==> src/rtl/ofifo_drain_pkg.sv <==
// Shared definitions for the ofifo drain engine.
//   state_e      : drain FSM state encoding
//   *_default    : default geometry (col lanes, lane width, SRAM address width)
package ofifo_drain_pkg;

    typedef enum logic [1:0] {
        StIdle  = 2'd0,
        StDrain = 2'd1,
        StFlush = 2'd2,
        StDone  = 2'd3
    } state_e;

    localparam int unsigned col_default     = 8;
    localparam int unsigned psum_bw_default = 16;
    localparam int unsigned addr_w_default  = 11;

endpackage

==> src/rtl/relu_lane.sv <==
// Single-lane ReLU clamp.
//   en   : 1 = clamp negative values to zero, 0 = pass through
//   din  : two's-complement lane value
//   dout : clamped lane value (combinational)
module relu_lane #(
    parameter int unsigned psum_bw = 16
) (
    input  logic               en,
    input  logic [psum_bw-1:0] din,
    output logic [psum_bw-1:0] dout
);

    always_comb begin
        dout = din;
        if (en && din[psum_bw-1]) begin
            dout = '0;
        end
    end

endmodule

==> src/rtl/ofifo_drain.sv <==
// Reader side of the output FIFO. A start pulse latches base address, row
// count and ReLU enable, then pops num_rows full rows from the ofifo as they
// become valid, optionally clamps negative lanes, and writes each row to
// consecutive (wrapping) psum SRAM addresses. done pulses once per drain.
//   clk, reset        : clock, asynchronous active-high reset
//   start             : begin a drain (honoured only when idle)
//   base_addr         : first SRAM address
//   num_rows          : rows to drain, 0..2^addr_w
//   relu_en           : clamp negative lanes to zero
//   ofifo_valid       : head row of the ofifo is available
//   ofifo_out         : head row, lane i at [i*psum_bw +: psum_bw]
//   ofifo_rd          : pop strobe (combinational)
//   CEN, WEN, A, D    : registered SRAM write port, enables active-low
//   busy, done        : drain in progress / one-cycle completion pulse
module ofifo_drain
    import ofifo_drain_pkg::*;
#(
    parameter int unsigned col     = col_default,
    parameter int unsigned psum_bw = psum_bw_default,
    parameter int unsigned addr_w  = addr_w_default
) (
    input  logic                     clk,
    input  logic                     reset,
    input  logic                     start,
    input  logic [addr_w-1:0]        base_addr,
    input  logic [addr_w:0]          num_rows,
    input  logic                     relu_en,
    input  logic                     ofifo_valid,
    input  logic [col*psum_bw-1:0]   ofifo_out,
    output logic                     ofifo_rd,
    output logic                     CEN,
    output logic                     WEN,
    output logic [addr_w-1:0]        A,
    output logic [col*psum_bw-1:0]   D,
    output logic                     busy,
    output logic                     done
);

    localparam logic [addr_w:0] cnt_one = 1;

    state_e                 state;
    logic [addr_w:0]        cnt;
    logic [addr_w:0]        num_rows_q;
    logic [addr_w-1:0]      base_q;
    logic                   relu_q;
    logic [col*psum_bw-1:0] relu_row;
    logic                   last_pop;

    for (genvar i = 0; i < col; i++) begin : g_lane
        relu_lane #(
            .psum_bw(psum_bw)
        ) u_relu_lane (
            .en  (relu_q),
            .din (ofifo_out[i*psum_bw +: psum_bw]),
            .dout(relu_row[i*psum_bw +: psum_bw])
        );
    end

    assign ofifo_rd = (state == StDrain) && ofifo_valid && (cnt != num_rows_q);
    assign last_pop = (cnt + cnt_one) == num_rows_q;

    always_ff @(posedge clk or posedge reset) begin
        if (reset) begin
            state      <= StIdle;
            cnt        <= '0;
            num_rows_q <= '0;
            base_q     <= '0;
            relu_q     <= 1'b0;
            CEN        <= 1'b1;
            WEN        <= 1'b1;
            A          <= '0;
            D          <= '0;
            busy       <= 1'b0;
            done       <= 1'b0;
        end else begin
            unique case (state)
                StIdle: begin
                    CEN  <= 1'b1;
                    WEN  <= 1'b1;
                    done <= 1'b0;
                    if (start) begin
                        base_q     <= base_addr;
                        num_rows_q <= num_rows;
                        relu_q     <= relu_en;
                        cnt        <= '0;
                        busy       <= 1'b1;
                        // An empty drain skips straight to the completion pulse.
                        if (num_rows == '0) begin
                            state <= StDone;
                            done  <= 1'b1;
                        end else begin
                            state <= StDrain;
                        end
                    end
                end
                StDrain: begin
                    if (ofifo_rd) begin
                        D   <= relu_row;
                        // Truncation to addr_w gives the modulo wrap past the top.
                        A   <= base_q + cnt[addr_w-1:0];
                        CEN <= 1'b0;
                        WEN <= 1'b0;
                        cnt <= cnt + cnt_one;
                        if (last_pop) begin
                            state <= StFlush;
                        end
                    end else begin
                        CEN <= 1'b1;
                        WEN <= 1'b1;
                    end
                end
                StFlush: begin
                    // Final write is on the pins this cycle; release the strobe.
                    CEN   <= 1'b1;
                    WEN   <= 1'b1;
                    done  <= 1'b1;
                    state <= StDone;
                end
                StDone: begin
                    done  <= 1'b0;
                    busy  <= 1'b0;
                    state <= StIdle;
                end
            endcase
        end
    end

endmodule

==> config.mk <==
export PLATFORM = sky130hd
export DESIGN_NAME = ofifo_drain
export DESIGN_NICKNAME = d
export VERILOG_FILES = /design/src/rtl/ofifo_drain_pkg.sv /design/src/rtl/relu_lane.sv /design/src/rtl/ofifo_drain.sv
export SDC_FILE = /design/constraint.sdc
export NUM_CORES = 1
export LEC_CHECK = 0
export ABC_AREA = 1
export CELL_PAD_IN_SITES_DETAIL_PLACEMENT = 1
export CELL_PAD_IN_SITES_GLOBAL_PLACEMENT = 2
export CORE_UTILIZATION = 24
export CTS_CLUSTER_SIZE = 14
export DETAILED_ROUTE_END_ITERATION = 8
export PLACE_DENSITY_LB_ADDON = 0.1
export SYNTH_ARGS = -nofsm -noshare
export SYNTH_HDL_FRONTEND = slang
export SYNTH_HIERARCHICAL = 1
export SYNTH_SLANG_ARGS = --single-unit
==> constraint.sdc <==
create_clock -name clk -period 6.5 [get_ports clk]
set_clock_uncertainty 0.1 [all_clocks]
set_input_delay 1.3 -clock clk [delete_from_list [all_inputs] [get_ports clk]]
set_output_delay 1.3 -clock clk [all_outputs]
set_load 0.01 [all_outputs]
==> results.toml, run 1 <==
[power]
irDropWorstVdd_uv = 363.2
internal-power_mw = 3.358
p_leak_nw = 6.793
p_clk_share_pct = 19.0
p_per_area_nw_per_um2 = 407.3
combPwrFrac_pct = 47.0
p_sw_mw = 2.181
p_total_mw = 5.539
power.share.sequential_pct = 34.0
swShare_pct = 39.38

[grt]
antenna_found_initial = 1
busiest_layer = "met2"
grt_overflow = 0
grt_util_all_layers_pct = 15.55
grt_start_max_net_pins = 130
met1_usage_pct = 21.66
grt_pass1_wl_mm = 50.43
gr-usage-met3_pct = 2.898
grt_pass1_vias = 8660
use_met2_pct = 24.00

[clock_tree]
clockRootBuffer = "clkbuf_16"
ctsResizeCount = 0
cts_tree = "yes"
cts_buffer_depth = 2
htree_levels = 4
cts_setup_buffers = 0
clkSinkCount = 180
cts-hold-fix-buffers = 0
clkSlewWorstSetupHoldPaths_ns = 0.07
cts_buffers = 17
insertion_delay_ns = 0.44

[job]
drv_cap = 0

[logic_synthesis]
avgSynthCellArea_um2 = 7.781
synth_area_um2 = 9928
yosys_warnings = 6
ys_ff_latch = 180
syn-num-nets = 1451
synth_top_area_cell = "dfrtp_1"
synth_top_area_share_pct = 45.12
syn_inst = 1276
netlist-cell-type-count = 33
netlist_top_cells_area = "dfrtp_1 45%, nand2_1 21%, a21oi_2 7.1%, inv_1 6.9%, buf_6 2.8%"
yosysSeqAreaShare_pct = 45.38

[detailed_routing]
routed_via_density = 4.188
firstDrtPassIters = 6
vias = 8703
ant_nets = 0
drc = 0
drt-total-wl_mm = 32.47
drt-wirelength-per-cell_um = 15.62
drt-initial-drc-count = 389

[die]
die_h_um = 205.4
dieArea_um2 = 42190
core_area_um2 = 40830
start_util_pct = 24.32
die_width_um = 205.4
io_pins = 300
rows = 74

[finish]
layout_commonest_cell = "nand2_1"
drive_above_1_share_pct = 8.614
mostFrequentLayoutCells = "546 x nand2_1, 299 x clkdlybuf4s50_1, 182 x inv_1"
fin_nets = 1707
final_cells = 2078
area_growth_pct = 36.95
fillerInstances = 4935
fin_util_pct = 33.30

[outcome]
outcome = "finished, final reports clean"

[sta]
rsz0062_at_grt = "false"
tightest_slew_ns = 1.060
setup-tns-final_ns = 0
maxSlewViolCount = 0
finalCriticalPeriod_ns = 4.074
fmax_mhz = 245.4
holdWs_ns = 0.3772
slew_headroom_pct = 29.34
finalHoldViolCount = 0
fin_crit_sh_pct = 62.68
setup_viol = 0

[worst_setup_path]
critPathLaunchType = "primary input"
cp.required_ns = 5.10
cp-end-kind = "output port"
worst-path-max-fanout = 2
cp.arrival_ns = 2.67
worstSetupPathType = "primary input to output port"

[placed_design]
place_congestion = 0.7293
portBuffers = 299
dp_hpwl_mm = 22.09
place_inst = 2045

[hold_path]
hp-class = "register to register"
[metrics by stage]
stage	setup WS, ns	area [um2]
6_report	2.426	13600
5_1_grt	2.236	13590
4_1_cts	2.321	13590
3_5_place_dp	2.374	13020
3_3_place_gp	2.285	13020
2_1_floorplan	0.2147	9928
[registers in the layout, summed over array words and instances (netlist names)]
signal and count:
relu_q 1, base_q 11, done 1, state 2, cnt 12, D 128
A 11, WEN 1, num_rows_q 12, busy 1
[per-layer routing]
layer  part of all wire (%)  wire length [um]  up-vias
met3                    4.0              1283       26
met2                     45             14620      180
met4                    1.7               563        0
met5                      0                 0        -
li1                       -                 -     4380
met1                     49             16000     4117
[final timing paths]
check / start / cells past startpoint / to / slack, ns
min: D[68] / 2 / D[68] / 0.38
min reg2reg: D[68] / 2 / D[68] / 0.38
max: ofifo_valid / 6 / ofifo_rd / 2.43
min in group asynchronous: reset / 2 / D[32] / 1.31
max reg2reg: state[1] / 11 / WEN / 2.95
max in group asynchronous: reset / 3 / relu_q / 3.79
[layout make-up]
cell class	instances	area, um2	share of cell area, %
Timing Repair Buffer	307	3065	22.55
Inverter	187	711.9	5.236
Sequential cell	180	4509	33.16
Tap cell	532	665.6	4.896
Clock inverter	9	105.1	0.7730
Antenna cell	2	5.005	0.03681
Multi-Input combinational cell	839	4070	29.93
Clock buffer	22	464.2	3.414
[worst max-delay path: stages]
cell	delay (ns)
clkdlybuf4s50_1	0.48
nand2_1	0.08
inv_1	0.14
nand2_4	0.08
inv_4	0.06
clkdlybuf4s50_1	0.53
[cells by family after synthesis]
group / Yosys count / synth area share, %
and+or+nand+nor: 625 / 24.63
buffers and inverters: 257 / 13.67
DFF: 180 / 45.38
AOI/OAI and AO/OA: 176 / 12.17
xor gates and xnor gates: 19 / 1.676
adders and majority gates: 19 / 2.470
[synth_stat cells, drive strengths merged]
cell type / n
nand4: 8
dfstp: 1
nor3: 4
o21ai: 39
fa: 1
nand3: 32
and2: 1
nor2: 30
or2: 1
a22oi: 1
inv: 187
o21bai: 4
a21oi: 132
clkbuf: 7
ha: 18
nand3b: 1
xor2: 12
nand2: 548
dfrtp: 179
buf: 63
xnor2: 7
[power groups by stage]
stage	combinational [mW]	sequential, mW	clock (mW)
final	2.60	1.88	1.05
after global routing	2.92	1.96	1.14
after CTS	2.68	1.89	1.10
after detailed placement	2.67	1.91	0
after global placement	2.65	1.90	0
after floorplan	1.34	2.04	0
No activity file was read; power rests on OpenSTA's default activity.
==> run 2, diff against run 1 <==
Settings changed: CORE_UTILIZATION 24 to 26.
Clock period 6.5 ns to 4.25 ns, I/O delays scaled along.
==> run 2 against run 1 <==
  * Worst setup slack got worse by 1.4 ns
  * Worst hold slack is essentially flat
  * Cell count fell by 0.91%
  * Non-clock buffer count grew 1
  * Sequential power increased by 59%
  * Via count fell by 0.61%
  * Utilization grew 3.0 points
  * Combinational power up 50%
  * Sequential share of layout area decreased by 0.088 points
  * Register-to-register slack worse by 1.3 ns
  * First-iteration DRC count down 18%
  * Critical path depth unchanged
  * Largest cell class unchanged
==> results.toml, run 2 (synthesized netlist as in run 1, its figures left out) <==
[outcome]
outcome = "finished, final reports clean"

[worst_setup_path]
worst-path-max-fanout = 4
worstSetupPathType = "primary input to output port"
path_cells = "clkdlybuf4s50_1 -> nand2_1 -> inv_1 -> nand2_4 -> inv_4 -> clkdlybuf4s50_1"
cp.arrival_ns = 2.23
cp.required_ns = 3.30
cp-end-kind = "output port"
cp_common_cell = "clkdlybuf4s50_1"
critPathLaunchType = "primary input"
crit_start = "ofifo_valid"
reg2reg_from = "cnt[0]"
cpLargestDelayFamily = "buffers and inverters"
critPathSlowestCell = "clkdlybuf4s50_1"
cpPeakStageDelay_ns = 0.53
crit_buf_inv = 4

[grt]
grt_pass1_wl_mm = 50.69
grt_pass1_vias = 8871
grt_overflow = 0
grt_start_max_net_pins = 132
antenna_found_initial = 2
grt_util_all_layers_pct = 16.89

[finish]
fin_nets = 1708
fin_util_pct = 36.28
top_regs = "D: 128 flops, cnt: 12 flops, num_rows_q: 12 flops"
fillerInstances = 4509
regMostFlops = "D"
final_cells = 2059
drive_above_1_share_pct = 8.732
area_growth_pct = 37.32
largest_reg_flops = 128
layout_commonest_cell = "nand2_1"
mostFrequentLayoutCells = "546 x nand2_1, 299 x clkdlybuf4s50_1, 182 x inv_1"

[die]
die_h_um = 197.4
die_width_um = 197.4
core_area_um2 = 37580
dieArea_um2 = 38970
rows = 71
start_util_pct = 26.42
io_pins = 300

[clock_tree]
cts_setup_buffers = 0
clkSinkCount = 180
ctsResizeCount = 0
clockRootBuffer = "clkbuf_16"
clkSlewWorstSetupHoldPaths_ns = 0.07
cts-hold-fix-buffers = 0
insertion_delay_ns = 0.44
htree_levels = 4
cts_buffer_depth = 2
cts_buffers = 17
cts_tree = "yes"

[sta]
finalHoldViolCount = 0
fmax_mhz = 314.8
tightest_slew_ns = 0.9472
holdWs_ns = 0.3774
rsz0062_at_grt = "false"
maxSlewViolCount = 0
setup_viol = 0
fin_crit_sh_pct = 74.75
setup-tns-final_ns = 0
slew_headroom_pct = 36.65
finalCriticalPeriod_ns = 3.177

[power]
p_total_mw = 8.527
p_sw_mw = 3.342
combPwrFrac_pct = 45.9
power.share.sequential_pct = 34.9
p_clk_share_pct = 19.3
p_per_area_nw_per_um2 = 625.5
irDropWorstVdd_uv = 293.4
p_leak_nw = 6.811
swShare_pct = 39.19
internal-power_mw = 5.185

[hold_path]
hp-class = "register to register"
min_from = "D[117]"

[detailed_routing]
vias = 8650
ant_nets = 0
drt-total-wl_mm = 31.91
drt-initial-drc-count = 319
drc = 0
firstDrtPassIters = 4
routed_via_density = 4.201
drt-wirelength-per-cell_um = 15.50

[job]
drv_cap = 0

[placed_design]
place_inst = 2025
dp_hpwl_mm = 21.91
portBuffers = 299
place_congestion = 0.7388
-- run 2: worst reg2reg max path, delay by kind of cell (launching register included) --
| family | cells | cell delay (ns) |
|---|---|---|
| DFF | 1 | 0.48 |
| buffers and inverters | 2 | 0.81 |
| and+or+nand+nor | 12 | 1.19 |
-- run 2: worst paths after layout --
path | depth (start not counted) | slack (ns) | to
min in group asynchronous | 2 | 0.75 | D[35]
setup / recovery | 6 | 1.07 | ofifo_rd
setup reg to reg | 14 | 1.62 | state[0]
max in group asynchronous | 3 | 2.40 | relu_q
hold reg to reg | 2 | 0.38 | D[117]
hold / removal | 2 | 0.38 | D[117]
-- run 2: routing by layer --
layer  GRT usage, %  wire (um)
met1          23.35      15570
met2          26.28      14230
met3          3.398       1600
met4          5.455        505
met5              0          0
-- run 2: through the flow --
stage | cell area, um2 | worst slack, ns
final | 13630 | 1.073
after global routing | 13630 | 0.8515
after CTS | 13630 | 0.9966
after detailed placement | 13040 | 1.059
after global placement | 13040 | 1.054
after floorplan | 9932 | 0.9922
-- run 2: power by group through the flow --
stage | sequential [mW] | combinational [mW] | clock, mW
floorplan | 3.12 | 2.06 | 0
global placement | 3.00 | 3.98 | 0
detailed placement | 3.01 | 4.00 | 0
CTS | 2.99 | 4.02 | 1.71
global route | 3.09 | 4.38 | 1.77
finish | 2.98 | 3.91 | 1.64
-- run 2: final cells by class --
type                    instances  area [um2]  area share, %
repair buffers                308        3110          22.82
clock buffers                  24       491.7          3.607
multi-input cells             839        4070          29.85
clock inverters                 8       98.84         0.7250
diodes                          2       5.005        0.03671
flip-flops and latches        180        4509          33.08
well taps                     511       639.4          4.690
inverters                     187       708.2          5.195
==> run 3, diff against run 2 <==
Clock period 4.25 ns to 3 ns, I/O delays scaled along.
==> run 3 against run 2 <==
  * Clock power up 57%
  * Utilization up 0.80 points
  * Total power up 46%
  * Via count up 1.2%
  * Combinational power grew 45%
  * Worst setup slack got worse by 0.92 ns
==> results.toml, run 3 (synthesized netlist as in run 1, its figures left out) <==
[outcome]
outcome = "finished, final reports clean"

[finish]
drive_above_1_share_pct = 10.95
regMostFlops = "D"
fillerInstances = 4581
fin_nets = 1733
mostFrequentLayoutCells = "546 x nand2_1, 299 x clkdlybuf4s50_1, 181 x inv_1"
area_growth_pct = 40.35
layout_commonest_cell = "nand2_1"
top_regs = "D: 128 flops, cnt: 12 flops, num_rows_q: 12 flops"
final_cells = 2084
final_area_um2 = 13930
largest_reg_flops = 128

[die]
core_area_um2 = 37580
die_h_um = 197.4
io_pins = 300
start_util_pct = 26.42
die_width_um = 197.4
rows = 71
dieArea_um2 = 38970

[power]
p_leak_nw = 6.968
p_per_area_nw_per_um2 = 892.8
irDropWorstVdd_uv = 404.6

[detailed_routing]
ant_nets = 0
firstDrtPassIters = 4
vias = 8752
drt-wirelength-per-cell_um = 15.37
drt-total-wl_mm = 32.02
drc = 0
routed_via_density = 4.200
drt-initial-drc-count = 296

[placed_design]
place_inst = 2043
portBuffers = 299
dp_hpwl_mm = 22.34
dpl_cell_area_um2 = 13200
place_congestion = 0.7463

[worst_setup_path]
r2r_cells = 15
crit_buf_inv = 3
worstSetupPathType = "register to output port"
path_cells = "inv_2 -> nand2_1 -> nand2_1 -> nand2_1 -> nor2_2 -> nand3_2 -> nand2_4 -> inv_4 -> clkdlybuf4s50_1"
cp-end-kind = "output port"
cpPeakStageDelay_ns = 0.51
cpLargestDelayFamily = "buffers and inverters"
cp.arrival_ns = 2.15
cp_num_cells = 9
worst-path-max-fanout = 8
critPathLaunchType = "register"
cp_common_cell = "nand2_1"
cp.required_ns = 2.30
critPathSlowestCell = "dfrtp_1"

[hold_path]
min_delay_path_depth = 2
hp-class = "register to register"

[sta]
finalCriticalPeriod_ns = 2.847
finalHoldViolCount = 0
maxSlewViolCount = 0
fmax_mhz = 351.2
tightest_slew_ns = 1.005
fin_crit_sh_pct = 94.90
setup_viol = 0
slew_headroom_pct = 33.00

[job]
drv_cap = 0

[grt]
antenna_found_initial = 2
grt_pass1_wl_mm = 50.30
grt_start_max_net_pins = 132
grt_pass1_vias = 8867
grt_util_all_layers_pct = 16.83
grt_overflow = 0

[clock_tree]
cts_buffer_depth = 2
cts_buffers = 17
cts_tree = "yes"
clockRootBuffer = "clkbuf_16"
insertion_delay_ns = 0.45
htree_levels = 4
clkSlewWorstSetupHoldPaths_ns = 0.07
clkSinkCount = 180
cts-hold-fix-buffers = 0
[run 3: cell count changes in the layout (fill, tap and decap cells not counted), sizes merged]
| cell | change |
|---|---|
| buf | +25 |
| clkbuf | -1 |
| inv | -1 |
| clkinvlp | -1 |
| bufinv | +3 |
[run 3: final timing paths]
check | slack, ns | to | startpoint
worst max-delay path | 0.15 | ofifo_rd | cnt[2]
worst min-delay path | 0.38 | D[48] | D[48]
worst max register to register | 0.54 | state[0] | cnt[2]
worst min register to register | 0.38 | D[48] | D[48]
max in group asynchronous | 1.59 | cnt[8] | reset
min in group asynchronous | 0.49 | D[28] | reset
[run 3: layout make-up]
type | instances | area [um2] | share of cell area (%)
antenna | 2 | 5.005 | 0.03592
clock buffer | 23 | 488.0 | 3.502
clock inverter | 9 | 172.7 | 1.239
inverter | 187 | 708.2 | 5.082
multi-input combinational | 839 | 4080 | 29.28
sequential | 180 | 4518 | 32.42
tap | 511 | 639.4 | 4.588
timing repair buffer | 333 | 3323 | 23.85
[run 3: per-stage QoR]
| stage | util (%) | TNS [ns] | power (mW) | worst slack [ns] | hold slack (ns) |
|---|---|---|---|---|---|
| floorplan | - | -1.391 | 7.337 | -0.007771 | 0.3528 |
| global placement | 35.12 | 0 | 9.930 | 0.3252 | 0.3606 |
| detailed placement | 35.12 | 0 | 10.00 | 0.3224 | 0.3640 |
| CTS | 36.93 | 0 | 12.69 | 0.003200 | 0.3837 |
| global route | 37.08 | -0.002035 | 13.46 | -0.002035 | 0.3994 |
| finish | 37.08 | 0 | 12.44 | 0.1529 | 0.3775 |
[run 3: metal layers]
metal	global-route usage [%]	part of all wire (%)	routed length, um	up-vias
li1	-	-	-	4419
met2	26.30	45	14490	187
met3	4.098	5.2	1665	30
met1	22.55	48	15230	4116
met4	5.857	2.0	637	0
met5	0	0	0	-
[run 3: power breakdown]
part,internal [mW],switching [mW]
combinational,2.68,3.00
sequential,3.45,0.735
clock,1.57,1.01
[run 3: worst register-to-register path: stages, from the launching register on]
cell and delay (ns):
dfrtp_1 0.51, inv_2 0.12, nand2_1 0.05, nand2_1 0.06, nand2_1 0.06, nor2_2 0.13
nand3_2 0.11, nand2_4 0.13, buf_4 0.12, buf_4 0.54, nor2_1 0.09, nand3_1 0.11
nand2_1 0.08, nand2_1 0.09, nand2_1 0.05, nand2_1 0.06
[run 3: what timing repair did]
action | 4_1_cts | 5_1_grt
endpoints found under the setup margin | 1 | 1
pin swaps | 0 | 2
buffers inserted | 2 | 5
resized for setup | 3 | 8
